$ cat config.mk
export PLATFORM = sky130hd
export DESIGN_NAME = hazard_forward_unit
export DESIGN_NICKNAME = d
export VERILOG_FILES = /design/src/rtl/hazard_pkg.sv /design/src/rtl/fwd_select.sv /design/src/rtl/hazard_forward_unit.sv
export SDC_FILE = /design/constraint.sdc
export NUM_CORES = 1
export LEC_CHECK = 0
export CORE_MARGIN = 1
export CORE_UTILIZATION = 33
export CTS_BUF_LIST = sky130_fd_sc_hd__clkbuf_4 sky130_fd_sc_hd__clkbuf_8
export DETAILED_ROUTE_END_ITERATION = 10
export PLACE_DENSITY_LB_ADDON = 0.15
export SETUP_SLACK_MARGIN = 0.3
export SLEW_MARGIN = 20
export SYNTH_ARGS = -nofsm -noshare
export SYNTH_HDL_FRONTEND = slang
export SYNTH_HIERARCHICAL = 1
export SYNTH_SLANG_ARGS = --single-unit
$ cat constraint.sdc
create_clock -name clk -period 1.27 [get_ports clk]
set_clock_uncertainty 0.05 [all_clocks]
set_input_delay 0.127 -clock clk [delete_from_list [all_inputs] [get_ports clk]]
set_output_delay 0.127 -clock clk [all_outputs]
set_load 0.01 [all_outputs]
$ cat src/rtl/hazard_pkg.sv
// rtl/hazard_pkg.sv - shared types for the hazard/forwarding controller
package hazard_pkg;

   typedef enum logic [1:0] {
      FWD_RF  = 2'b00,
      FWD_MEM = 2'b01,
      FWD_EX  = 2'b10
   } fwd_sel_e;

   typedef enum logic {
      IDLE    = 1'b0,
      MC_BUSY = 1'b1
   } hz_state_e;

endpackage

$ cat src/rtl/fwd_select.sv
// rtl/fwd_select.sv - single-operand bypass select, EX/MEM wins over MEM/WB
module fwd_select
   import hazard_pkg::*;
#(
   parameter int AW = 5
) (
   input  logic [AW-1:0] src,
   input  logic [AW-1:0] exmem_rd,
   input  logic          exmem_regwrite,
   input  logic [AW-1:0] memwb_rd,
   input  logic          memwb_regwrite,
   output logic [1:0]    sel
);

   fwd_sel_e sel_e;

   // Register 0 is hardwired, so a write to it never produces a bypass.
   always_comb begin
      sel_e = FWD_RF;
      if (exmem_regwrite && (exmem_rd != '0) && (exmem_rd == src))
         sel_e = FWD_EX;
      else if (memwb_regwrite && (memwb_rd != '0) && (memwb_rd == src))
         sel_e = FWD_MEM;
   end

   assign sel = sel_e;

endmodule

$ cat src/rtl/hazard_forward_unit.sv
// rtl/hazard_forward_unit.sv - forwarding, load-use bubble and multi-cycle freeze; HAZARD_PERF_CNT_EN enables stall_cycles
module hazard_forward_unit
   import hazard_pkg::*;
#(
   parameter int AW         = 5,
   parameter int NUM_SRC    = 2,
   parameter int MC_LATENCY = 4,
   parameter int CNT_W      = 32
) (
   input  logic                  clk,
   input  logic                  rst,
   input  logic [NUM_SRC*AW-1:0] ifid_src,
   input  logic [NUM_SRC*AW-1:0] idex_src,
   input  logic [AW-1:0]         idex_rd,
   input  logic                  idex_memread,
   input  logic                  idex_mc_start,
   input  logic [AW-1:0]         exmem_rd,
   input  logic                  exmem_regwrite,
   input  logic [AW-1:0]         memwb_rd,
   input  logic                  memwb_regwrite,
   output logic [2*NUM_SRC-1:0]  forward,
   output logic                  pc_write,
   output logic                  ifid_write,
   output logic                  idex_write,
   output logic                  idex_flush,
   output logic                  exmem_flush,
   output logic                  mc_busy,
   output logic [CNT_W-1:0]      stall_cycles
);

   localparam int CW = $clog2(MC_LATENCY + 1);

   hz_state_e     state;
   logic [CW-1:0] cnt;
   logic          mc_freeze;
   logic          lu_match;
   logic          load_use;

   for (genvar i = 0; i < NUM_SRC; i++) begin : g_fwd
      logic [1:0] sel;

      fwd_select #(.AW(AW)) u_fwd_select (
         .src            (idex_src[i*AW +: AW]),
         .exmem_rd       (exmem_rd),
         .exmem_regwrite (exmem_regwrite),
         .memwb_rd       (memwb_rd),
         .memwb_regwrite (memwb_regwrite),
         .sel            (sel)
      );

      assign forward[2*i +: 2] = rst ? 2'b00 : sel;
   end

   always_comb begin
      lu_match = 1'b0;
      for (int i = 0; i < NUM_SRC; i++)
         if (ifid_src[i*AW +: AW] == idex_rd)
            lu_match = 1'b1;
   end

   // The multi-cycle freeze masks load-use; the bubble waits until the FSM is idle again.
   assign mc_freeze = !rst && ((state == MC_BUSY) || idex_mc_start);
   assign load_use  = !rst && !mc_freeze && idex_memread && (idex_rd != '0) && lu_match;

   assign pc_write    = !(mc_freeze || load_use);
   assign ifid_write  = !(mc_freeze || load_use);
   assign idex_write  = !mc_freeze;
   assign idex_flush  = load_use;
   assign exmem_flush = mc_freeze;

   always_ff @(posedge clk) begin
      if (rst) begin
         state   <= IDLE;
         cnt     <= '0;
         mc_busy <= 1'b0;
      end else begin
         case (state)
            IDLE: begin
               if (idex_mc_start && (MC_LATENCY > 1)) begin
                  state   <= MC_BUSY;
                  cnt     <= CW'(MC_LATENCY - 1);
                  mc_busy <= 1'b1;
               end
            end
            MC_BUSY: begin
               cnt <= cnt - 1'b1;
               if (cnt == CW'(1)) begin
                  state   <= IDLE;
                  mc_busy <= 1'b0;
               end
            end
            default: begin
               state   <= IDLE;
               mc_busy <= 1'b0;
            end
         endcase
      end
   end

`ifdef HAZARD_PERF_CNT_EN
   logic [CNT_W-1:0] stall_cnt;

   always_ff @(posedge clk) begin
      if (rst)
         stall_cnt <= '0;
      else if (!pc_write && (stall_cnt != {CNT_W{1'b1}}))
         stall_cnt <= stall_cnt + 1'b1;
   end

   assign stall_cycles = stall_cnt;
`else
   assign stall_cycles = '0;
`endif

endmodule

==> impl_metrics.ini, run 1 <==
[timing]
rsz0062_at_grt = true
setup_viol = 7
layout_min_cycle_time_ns = 1.41
final_hold_viol_count = 0
drv_slew = 0
worst_slack_ns = -0.139
fmax_mhz = 710
period_share = 1.11

[synth]
synth_xor_xnor_area_share = 0.237
synth.distinct_cells = 27
yosys.area_share.simple = 0.219
yosys-mux-area-fraction = 0
ys_seq_area_frac = 0.104
synthesis.instances = 126
synthAdderAreaFrac = 0.0260
yosys.area.top_type = buf_4
yosysWarnings = 6
synth-compound-area-share = 0.132
synth_top_family_by_area = buffers and inverters
synth_area_leaders = buf_4 (26%), xor2_1 (15%), dfxtp_1 (10%)
synth_area_um2 = 961
ys_ff_latch = 5
synth_top_area_share = 0.258
avgSynthCellArea_um2 = 7.63

[cells_and_area]
diodes = 0
fillers = 214
fin_util = 0.694
drive_gt1_frac = 0.555
multi_input_area_um2 = 966
nNetsFinal = 253
area.growth.synth_to_final_pct = 99.2
seq_area_um2 = 104

[placed_design]
post-place-ws_ns = -0.992
gp_congestion = 0.768
hpwl_mm = 2.15
io_buffers = 50

[global_routing]
grt_max_degree = 9
grt_usage = 0.194
grt_pass1_wl_mm = 4.91
grt_pass1_vias = 1078
antenna_found_initial = 0
grt_overflow = 0

[floorplanning]
start_util = 0.348
dieArea_mm2 = 0.00313
die_y_um = 56.0
pin_count = 83
num_rows = 19
die_w_um = 56.0
core_area_mm2 = 0.00276

[route]
routed_wl_mm = 3.08
viasPerCell = 4.52
first_pass_iters = 4
vias = 1085
drt-initial-drc-count = 20
ant_nets = 0
drc_errors = 0
route.detailed.wl_per_inst_um = 12.8

[cts]
cts_made_buffers = 3
cts.sinks = 5
cts.htree.levels = 1
cts_tree = yes
cts_buffer_depth = 2
clk_latency_ns = 0.25
clockRootBuffer = clkbuf_4
clk_pin_slew_worst_paths_ns = 0.05
hold_buffers = 0

[setup_path]
path_max_fanout = 2
path_delay_family = buffers and inverters
path_class = input pin to primary output
cp_common_cell = buf_6
max_stage_delay_ns = 0.22
required_ns = 1.09
crit_path_cell_trace = buf_6 -> buf_6 -> xnor2_2 -> nand3_1 -> a211oi_2 -> buf_4 -> nor3_2 -> nor2b_4 -> buf_6
crit_slowest_cell = a211oi_2
worstPathArrival_ns = 1.23
crit_buf_inv = 4
cp-end-kind = primary output
worstSetupStartpointType = input pin

[power_and_ir_drop]
p_switching_mw = 0.377
p_int_mw = 0.636
p_seq_frac = 0.183
ir_worst_vdd_uv = 616
power_density_mw_per_mm2 = 529
power_switching_share = 0.372
power.total_mw = 1.01
leakage_nw = 0.886
clkPwrFrac = 0.217
p_comb_frac = 0.601

[outcome]
outcome = complete, but fails checks
violations = setup timing

[run]
drv_cap = 0

[worst_hold_path]
min_path_type = flip-flop to flip-flop
kinds of logic after synthesis:
kind of cell / count (synthesis)
other cells: 1
buf+inv: 38
simple gates: 39
flops: 5
fa+ha+maj: 2
xor+xnor: 26
compound gates: 15
sequential cells by signal, summed over array words and instances (netlist names):
register / flops
mc_busy: 1
state: 1
cnt: 3
power groups by stage:
stage	Clock, mW	Sequential (mW)	Combinational (mW)
floorplan	0	0.183	0.279
global placement	0	0.185	0.463
detailed placement	0	0.186	0.471
CTS	0.218	0.185	0.535
global route	0.234	0.186	0.649
finish	0.219	0.185	0.608
layout by cell type, fill, tap and decap left out, drive strengths merged:
cell type,n
buf,59
conb,32
xor2,16
dlygate4sd2,11
nor3,10
xnor2,10
nor2,8
clkbuf,8
clkdlybuf4s15,7
nor2b,6
dfxtp,5
nand2,5
nand3,4
a21oi,4
a211oi,4
inv,3
nor4,3
o21ai,3
o41ai,2
ha,2
a22oi,1
or4,1
o21a,1
nand3b,1
nand2b,1
dlymetal6s2s,1
clkdlybuf4s50,1
routing by layer:
layer	up-vias	track usage	part of all wire	routed length, µm
met2	58	0.374	0.54	1660
met5	-	0	0	0
met1	503	0.220	0.39	1190
met3	0	0.0419	0.071	219
met4	0	0.0279	0	0
li1	524	-	-	-
cell usage after synthesis, drive strengths merged:
master  count
a21oi       4
xor2       16
nand3       4
a22oi       1
a211oi      4
nor4        3
dfxtp       5
nand3b      1
xnor2      10
buf        34
clkbuf      1
nor2b       6
nand2       5
o41ai       2
nor3       10
or4         1
o21ai       3
o21a        1
nor2        8
ha          2
nand2b      1
conb        1
inv         3
through the flow:
step	std cells	TNS (ns)	instance area, µm²	hold WS [ns]
after floorplan	157	0	1120	0.226
after detailed placement	223	-7.28	1550	0.403
after global placement	223	-7.05	1550	0.396
final	240	-0.676	1910	0.413
after CTS	237	-0.821	1780	0.408
after global routing	240	-1.04	1910	0.449
cell type report:
class / count / share of cell area
inverters: 3 / 0.00588
clock buffers: 4 / 0.0157
multi-input cells: 114 / 0.505
flip-flops and latches: 5 / 0.0542
repair buffers: 83 / 0.399
well taps: 31 / 0.0203
final timing paths:
| path | start | end | slack (ns) | depth (start not counted) |
|---|---|---|---|---|
| hold / removal | mc_busy$_SDFFE_PP0P_ | mc_busy$_SDFFE_PP0P_ | 0.41 | 2 |
| setup / recovery | idex_src[6] | forward[2] | -0.14 | 9 |
| hold reg to reg | mc_busy$_SDFFE_PP0P_ | mc_busy$_SDFFE_PP0P_ | 0.41 | 2 |
| setup reg to reg | state$_SDFF_PP0_ | state$_SDFF_PP0_ | 0.20 | 7 |
tightest hold or removal path: cells and delay by family (launching register included):
family	cells	cell delay, ns
DFF	1	0.32
AOI/OAI and AO/OA	2	0.10
repair_timing:
item	CTS	global route
endpoints found under the hold margin	0	0
resized for setup	189	49
endpoints found under the setup margin	13	15
pin swaps	39	24
setup buffers	10	3
Note: power is estimated with default switching activity, not from simulation.
==> run 2, diff against run 1 <==
- SLEW_MARGIN: 20 -> 10
==> results of run 2 <==
No change in the layout: final DEF, timing and power equal those of run 1.
